`src/rtl/st_m_seq_tx_if.sv`:
```
// Symbol push channel into the st_m sequence transmitter.
// The upstream agent is the master; the transmitter FIFO is the slave.
interface st_m_seq_tx_if #(
    parameter int HOLD_W = 3
);
    logic              sym_valid;
    logic              sym_ready;
    logic [1:0]        sym_code;
    logic [HOLD_W-1:0] sym_hold;

    modport master (output sym_valid, output sym_code, output sym_hold, input sym_ready);
    modport slave  (input sym_valid, input sym_code, input sym_hold, output sym_ready);
endinterface

```
`src/rtl/st_m_seq_tx.sv`:
```
// Plays queued one-hot symbols onto tx_data for the st_m controller; optional ST_TX_CNT_EN adds tx_count.
// Latency: tx_data is loaded on the edge that sees start; each symbol lasts 1+hold cycles.
// Backpressure: sym_ready drops only while the 4-entry FIFO is full; pushes are accepted in any state.
module st_m_seq_tx #(
    parameter int inp_len = 3,
    parameter int DEPTH   = 4,
    parameter int PTR_W   = 2,
    parameter int HOLD_W  = 3
) (
    input  logic               clock,
    input  logic               reset,
    st_m_seq_tx_if.slave       sym,
    input  logic               start,
    output logic [inp_len-1:0] tx_data,
    output logic               tx_active,
    output logic               done,
`ifdef ST_TX_CNT_EN
    output logic [7:0]         tx_count,
`endif
    output logic               err_illegal
);
    localparam int CNT_W = PTR_W + 1;
    localparam logic [CNT_W-1:0] CNT_FULL = CNT_W'(DEPTH);

    typedef struct packed {
        logic [1:0]        code;
        logic [HOLD_W-1:0] hold;
    } entry_t;

    typedef enum logic [1:0] {
        S_IDLE = 2'd0,
        S_SEND = 2'd1,
        S_DONE = 2'd2
    } state_t;

    state_t            state, state_nxt;
    entry_t            mem [DEPTH];
    entry_t            head;
    logic [PTR_W-1:0]  wr_ptr, rd_ptr;
    logic [CNT_W-1:0]  count;
    logic [HOLD_W-1:0] hold_cnt;
    logic              push_fire, push_ok, pop, fifo_empty;

    assign sym.sym_ready = (count != CNT_FULL);
    assign push_fire     = sym.sym_valid && sym.sym_ready;
    // Code 3 completes the handshake but is dropped so only legal codes reach tx_data.
    assign push_ok       = push_fire && (sym.sym_code != 2'd3);
    assign fifo_empty    = (count == '0);
    assign head          = mem[rd_ptr];

    always_ff @(posedge clock) begin
        if (push_ok) begin
            mem[wr_ptr] <= entry_t'{code: sym.sym_code, hold: sym.sym_hold};
        end
    end

    always_ff @(posedge clock or posedge reset) begin
        if (reset) begin
            wr_ptr <= '0;
            rd_ptr <= '0;
            count  <= '0;
        end else begin
            if (push_ok) wr_ptr <= wr_ptr + PTR_W'(1);
            if (pop)     rd_ptr <= rd_ptr + PTR_W'(1);
            case ({push_ok, pop})
                2'b10:   count <= count + CNT_W'(1);
                2'b01:   count <= count - CNT_W'(1);
                default: count <= count;
            endcase
        end
    end

    always_ff @(posedge clock or posedge reset) begin
        if (reset) begin
            err_illegal <= 1'b0;
        end else if (push_fire && (sym.sym_code == 2'd3)) begin
            err_illegal <= 1'b1;
        end
    end

    always_ff @(posedge clock or posedge reset) begin
        if (reset) state <= S_IDLE;
        else       state <= state_nxt;
    end

    // Pop decisions use the registered count, so a push into an empty FIFO waits a cycle.
    always_comb begin
        state_nxt = state;
        pop       = 1'b0;
        case (state)
            S_IDLE: begin
                if (start && !fifo_empty) begin
                    pop       = 1'b1;
                    state_nxt = S_SEND;
                end
            end
            S_SEND: begin
                if (hold_cnt == '0) begin
                    if (!fifo_empty) pop       = 1'b1;
                    else             state_nxt = S_DONE;
                end
            end
            S_DONE:  state_nxt = S_IDLE;
            default: state_nxt = S_IDLE;
        endcase
    end

    always_comb begin
        tx_active = (state == S_SEND);
        done      = (state == S_DONE);
    end

    always_ff @(posedge clock or posedge reset) begin
        if (reset) begin
            tx_data  <= '0;
            hold_cnt <= '0;
        end else if (pop) begin
            tx_data  <= inp_len'(1) << head.code;
            hold_cnt <= head.hold;
        end else if (state == S_SEND) begin
            if (hold_cnt != '0) hold_cnt <= hold_cnt - HOLD_W'(1);
            else                tx_data  <= '0;
        end
    end

`ifdef ST_TX_CNT_EN
    always_ff @(posedge clock or posedge reset) begin
        if (reset) begin
            tx_count <= 8'd0;
        end else if (pop && (tx_count != 8'hFF)) begin
            tx_count <= tx_count + 8'd1;
        end
    end
`endif
endmodule

```
`src/flat_wrapper.sv`:
```
// flat-port wrapper written by rule: the top's interface ports become plain ports
module st_m_seq_tx_flat 
#(
    parameter int inp_len = 3,
    parameter int DEPTH   = 4,
    parameter int PTR_W   = 2,
    parameter int HOLD_W  = 3
)
  (clock, reset, start, tx_data, tx_active, done, err_illegal, sym_sym_valid, sym_sym_code, sym_sym_hold, sym_sym_ready);
  st_m_seq_tx_if #(.HOLD_W(HOLD_W)) sym_i ();
  input  logic clock;
  input  logic reset;
  input  logic start;
  output logic [inp_len-1:0] tx_data;
  output logic tx_active;
  output logic done;
  output logic err_illegal;
  input wire logic [$bits(sym_i.sym_valid)-1:0] sym_sym_valid;
  input wire logic [$bits(sym_i.sym_code)-1:0] sym_sym_code;
  input wire logic [$bits(sym_i.sym_hold)-1:0] sym_sym_hold;
  output wire logic [$bits(sym_i.sym_ready)-1:0] sym_sym_ready;
  assign sym_i.sym_valid = sym_sym_valid;
  assign sym_i.sym_code = sym_sym_code;
  assign sym_i.sym_hold = sym_sym_hold;
  assign sym_sym_ready = sym_i.sym_ready;
  st_m_seq_tx #(.inp_len(inp_len), .DEPTH(DEPTH), .PTR_W(PTR_W), .HOLD_W(HOLD_W)) u_core (.clock(clock), .reset(reset), .sym(sym_i), .start(start), .tx_data(tx_data), .tx_active(tx_active), .done(done), .err_illegal(err_illegal));
endmodule
```
`config.mk`:
```
export PLATFORM = sky130hd
export DESIGN_NAME = st_m_seq_tx_flat
export DESIGN_NICKNAME = d
export VERILOG_FILES = /design/src/rtl/st_m_seq_tx_if.sv /design/src/rtl/st_m_seq_tx.sv /design/src/flat_wrapper.sv
export SDC_FILE = /design/constraint.sdc
export NUM_CORES = 1
export LEC_CHECK = 0
export ABC_AREA = 1
export CAP_MARGIN = 20
export CORE_UTILIZATION = 40
export DETAILED_ROUTE_END_ITERATION = 10
export PLACE_DENSITY = 0.64
export SLEW_MARGIN = 10
export SYNTH_ARGS = -nofsm -noshare
export SYNTH_HDL_FRONTEND = slang
export SYNTH_SLANG_ARGS = --single-unit
```
`constraint.sdc`:
```
create_clock -name clock -period 2.5 [get_ports clock]
set_clock_uncertainty 0.2 [all_clocks]
set_input_delay 0.25 -clock clock [delete_from_list [all_inputs] [get_ports clock]]
set_output_delay 0.25 -clock clock [all_outputs]
set_load 0.01 [all_outputs]
```
---- After elaboration in Yosys (flattened, before gate mapping) ----
Memories as Yosys holds them, arrays and structs flattened.
Cells that the tools add are included.
word-level totals
  flip-flop bits (word level) ............. 16
  bits in latches ......................... 0
  RAM bits ................................ 20
  bits in read-only memories .............. 0
  memories ................................ 1
cells by class
  add/subtract/negate cells ............... 5
  multipliers ............................. 0
  divide/modulo/power cells ............... 0
  magnitude comparators ................... 0
  equality and inequality tests ........... 11
  shift-type cells ........................ 1
  mux-type cells .......................... 17
  bitwise gates (word level) .............. 0
  reductions and logical operators ........ 15
memory list
  name        words  width  read ports  clocked after memory_dff  wr ports  line               text
  u_core.mem  4      5      1           0                         1         st_m_seq_tx.sv:37  entry_t mem [DEPTH];
operators with widths
  operator                                                                 number
  3-bit 2-to-1 mux                                                         6
  2-bit by 1-bit inequality test with 1-bit output, second input constant  4
  2-bit == test, second input constant                                     3
  3-bit zero test                                                          2
  2-bit 2-to-1 mux                                                         3
  3-bit case mux with 2 select lines                                       1
  2-bit nonzero test                                                       3
  3-bit by 1-bit subtractor with 3-bit output, second input constant       2
  1-bit 2-to-1 mux                                                         5
  2-bit by 1-bit adder with 2-bit output, second input constant            2
  2-bit by 1-bit == test with 1-bit output, second input constant          2
  1-bit logical AND                                                        4
  2-bit case mux with 2 select lines                                       1
  2-bit AND reduction                                                      2
  3-bit by 1-bit adder with 3-bit output, second input constant            1
  3-bit inequality test, second input constant                             1
  3-bit AND reduction                                                      1
  3-bit nonzero test                                                       1
  1-bit by 2-bit << shifter with 3-bit output, first input constant        1
  2-bit zero test                                                          1
  2-bit inequality test, second input constant                             1
  1-bit case mux with 2 select lines                                       1
  1-bit zero test                                                          1

---- Depth between registers and ports, before layout ----
  depth in word-level cells ............... 7
  mapped depth ............................ 12
  depth with buffers taken out ............ 12

---- Worst setup path after synthesis ----
No wires, ideal clock.
  path kind ............................... register -> register
  start ................................... register u_core.hold_cnt[0]
  end ..................................... register u_core.count[2]
  library setup time ...................... 0.131 ns
  arrival ................................. 1.923 ns
  data required time ...................... 2.169 ns
  slack ................................... 0.247 ns
  stages on the path, launching flop included .. 13
  cells stage by stage .................... dfrtp_1 inv_1 ha_1 inv_1 nor2_2 nand3_1 nand2_1 ha_1 inv_1 fa_1 a21oi_1 o21ai_0 xor2_1
on the way
  longest elaborated chain between the ends .. 5
RTL lines
  item                                                                       line                text
  start: declaration                                                         st_m_seq_tx.sv:41   logic [HOLD_W-1:0] hold_cnt;
  start signal: assignment                                                   st_m_seq_tx.sv:119  hold_cnt <= head.hold;
  start signal: assignment                                                   st_m_seq_tx.sv:121  if (hold_cnt != '0) hold_cnt <= hold_cnt - HOLD_W'(1);
  3-bit zero test *                                                          st_m_seq_tx.sv:98   if (hold_cnt == '0) begin
  1-bit 2-to-1 mux *                                                         st_m_seq_tx.sv:98
  1-bit case mux with 2 select lines *                                       st_m_seq_tx.sv:90   case (state)
  named net u_core.pop                                                       st_m_seq_tx.sv:42   logic push_fire, push_ok, pop, fifo_empty;
  2-bit by 1-bit == test with 1-bit output or 2-bit == test (tied branches)  st_m_seq_tx.sv:65   case ({push_ok, pop})
  3-bit case mux with 2 select lines or 2-bit nonzero test (tied branches)   --
  end signal: assignment                                                     st_m_seq_tx.sv:66   2'b10: count <= count + CNT_W'(1);
  end signal: assignment                                                     st_m_seq_tx.sv:67   2'b01: count <= count - CNT_W'(1);
  end signal: assignment                                                     st_m_seq_tx.sv:68   default: count <= count;
  end: declaration                                                           st_m_seq_tx.sv:40   logic [CNT_W-1:0] count;
Mark *: on every way through the listed nets, which the timed path passes. The rest lies on a longest branch.
A chain may end at the register's enable or synchronous reset.

---- Final worst setup path ----
Ends and elaborated chain as after synthesis.

==> impl_metrics.py <==
metrics = {
    "cts": {
        "ctsResizeCount": 0,
        "numCtsBuffers": 5,
        "cts.clk_slew.worst_paths_ns": 0.07,
        "h-tree-depth": 2,
        "clk_path_buf_depth": 2,
        "cts.root.buffer_cell": "clkbuf_8",
        "cts_setup_buffers": 0,
        "holdBufCountCts": 0,
        "clkLatencyLatePin_ns": 0.29,
        "cts_sinks": 36,
        "cts_tree": "done",
    },
    "route": {
        "routed_wl_um": 3080,
        "wire_per_inst_um": 12.6,
        "drt_iter0_drc": 63,
        "vias": 1178,
        "via_per_inst": 4.81,
        "drc": 0,
        "ant_nets": 0,
        "first_pass_iters": 4,
    },
    "die": {
        "dieWidth_um": 67.8,
        "initial_utilization_pct": 42.4,
        "core_area_um2": 4090,
        "die-area_um2": 4600,
        "die_y_um": 67.8,
        "rows": 23,
        "pin_count": 16,
    },
    "logic_synthesis": {
        "yosys.cell_types.count": 22,
        "synth-seq-cells": 36,
        "synthCells": 174,
        "syn-num-nets": 191,
        "synthesis.area_um2": 1730,
        "avgSynthCellArea_um2": 9.96,
        "synth-warning-count": 0,
        "ys_seq_area_share_pct": 57.8,
    },
    "critical_path": {
        "critPathRequiredTime_ns": 2.46,
        "end_kind": "flop",
        "worst_ep_arrival_time_ns": 2.26,
        "cp-start-kind": "flop",
        "cp_max_fo": 3,
        "critical_path_class": "flop to flop",
    },
    "cells_and_area": {
        "layout-drive-gt1-share_pct": 11.8,
        "fin_nets": 211,
        "diodes": 0,
        "stdcell_count": 245,
        "syn_to_final_growth_pct": 18.5,
    },
    "timing": {
        "final_hold_viol_count": 0,
        "fmax_ghz": 0.435,
        "tightest_slew_ns": 0.657,
        "period_minus_slack_ns": 2.30,
        "finalSetupViolations": 0,
        "rsz0062_at_grt": "false",
        "setup_ws_ns": 0.204,
        "period_share_pct": 91.9,
        "max_slew_margin_pct": 56.1,
        "finalSetupTns_ns": 0,
        "slew_viol_final": 0,
    },
    "flow_run": {
        "cap_violations": 0,
    },
    "placement": {
        "place.gp.congestion": 0.745,
        "port_buffers": 15,
        "place_hpwl_um": 2340,
        "dpl_worst_slack_ns": 0.112,
        "post-place-cells": 237,
    },
    "power": {
        "powerDensity_nw_per_um2": 1220,
        "swShare_pct": 39.2,
        "pwr-share-clk_pct": 19.8,
        "finalPower_mw": 2.50,
        "p_int_mw": 1.52,
        "combinationalPowerShare_pct": 42.8,
        "peakVddDrop_v": 0.000513,
        "seq_power_share_pct": 37.4,
        "p_leak_nw": 0.918,
        "switching_power_mw": 0.979,
    },
    "global_route": {
        "overflow": 0,
        "antenna_found_initial": 0,
        "grt_start_max_net_pins": 17,
        "grt_usage_pct": 16.1,
        "grt_pass1_vias": 1148,
        "grt_pass1_wl_um": 5180,
    },
    "outcome": {
        "status": "finished clean",
    },
    "worst_hold_path": {
        "hp-class": "input pin to async pin",
    },
}
-- sequential cells by signal, summed over array words and instances (netlist names) --
name                flops
u_core.wr_ptr           2
u_core.count            3
u_core.hold_cnt         3
u_core.state            2
u_core.mem             20
u_core.rd_ptr           2
u_core.err_illegal      1
u_core.tx_data          3
-- routing by layer --
layer / up-vias / track usage (%) / wire (µm)
met2: 29 / 27.2 / 1540
met5: - / 0 / 0
met1: 546 / 18.5 / 1340
met4: 0 / 7.03 / 51
li1: 598 / - / -
met3: 5 / 5.50 / 148
-- stage by stage --
stage / hold WS [ns] / area, µm² / utilization (%)
2_1_floorplan: -0.0363 / 1730 / -
3_3_place_gp: 0.261 / 1930 / 47.3
3_5_place_dp: 0.266 / 1930 / 47.3
4_1_cts: 0.185 / 2040 / 50.0
5_1_grt: 0.190 / 2050 / 50.2
6_report: 0.149 / 2050 / 50.2
-- power by group through the flow --
stage,clock network (mW),registers (mW),logic [mW]
after floorplan,0,0.891,0.843
after global placement,0,0.940,1.01
after detailed placement,0,0.947,1.06
after CTS,0.510,0.936,1.07
after global routing,0.535,0.959,1.24
final,0.495,0.936,1.07
-- worst max-delay path, stage by stage, from the launching register on --
cell and delay (ns):
dfrtp_1 0.38, inv_1 0.10, ha_1 0.15, inv_1 0.06, nor2_4 0.12, nand3_1 0.09
nand2_1 0.11, ha_1 0.15, inv_1 0.07, fa_2 0.35, a21oi_2 0.14, o21ai_0 0.11
xor2_1 0.15
-- cell usage after synthesis --
library cell	n	area share, %
nand2_4	3	1.9
buf_2	3	0.87
nor2_2	1	0.36
nand3_1	20	5.8
ha_1	7	5.1
o21ai_0	5	1.4
inv_2	3	0.65
buf_6	1	0.65
dfrtp_1	16	23
xnor2_1	2	1.0
o21bai_1	1	0.43
nand2_1	51	11
nor2_1	13	2.8
edfxtp_1	20	35
inv_1	17	3.7
fa_1	1	1.2
a21oi_1	2	0.58
xor2_1	3	1.5
o21ai_2	1	0.51
xor2_2	1	0.94
nand3_2	2	1.2
nor2_4	1	0.65
-- layout by cell type (no fill, tap or decap) --
master and instances:
ha_1 7, buf_4 2, clkinv_2 1, nand3_2 2
nand2_4 3, xor2_1 3, xnor2_1 2, fa_2 1
clkbuf_8 5, o21ai_0 5, dfrtp_1 16, inv_1 17
xor2_2 1, bufinv_16 1, nand3_1 20, nor2_4 2
nand2_1 51, clkbuf_1 1, edfxtp_1 20, nor2_1 13
inv_2 3, o21bai_1 1, a21oi_2 1, o21ai_2 1
clkdlybuf4s50_1 15, a21oi_1 1
-- worst paths after layout --
check	start	to	slack, ns	cells past startpoint
max reg2reg	u_core.hold_cnt[0]	u_core.count[2]	0.20	12
min	reset	u_core.rd_ptr[0]	0.15	2
min in group clock	u_core.count[0]	u_core.count[0]	0.27	1
min reg2reg	u_core.count[0]	u_core.count[0]	0.27	1
max	u_core.hold_cnt[0]	u_core.count[2]	0.20	12
max in group asynchronous	reset	u_core.state[1]	1.53	2
-- kinds of logic (layout without fill, tap and decap cells) --
kind of cell    count (synthesis)  after routing  synth area share [%]
compound gates                  9              9                  2.96
buf+inv                        24             45                  5.85
fa+ha+maj                       8              8                  6.21
simple gates                   91             91                  23.8
xor+xnor                        6              6                  3.47
flops                          36             36                  57.8
-- area by class of cell --
type,instances,area (µm²)
Clock buffer,6,72.6
Fill cell,380,2030
Tap cell,50,62.6
Clock inverter,2,35.0
Timing Repair Buffer,17,165
Inverter,20,75.1
Multi-Input combinational cell,114,642
Sequential cell,36,1000
No activity file was read; power rests on OpenSTA's default activity.
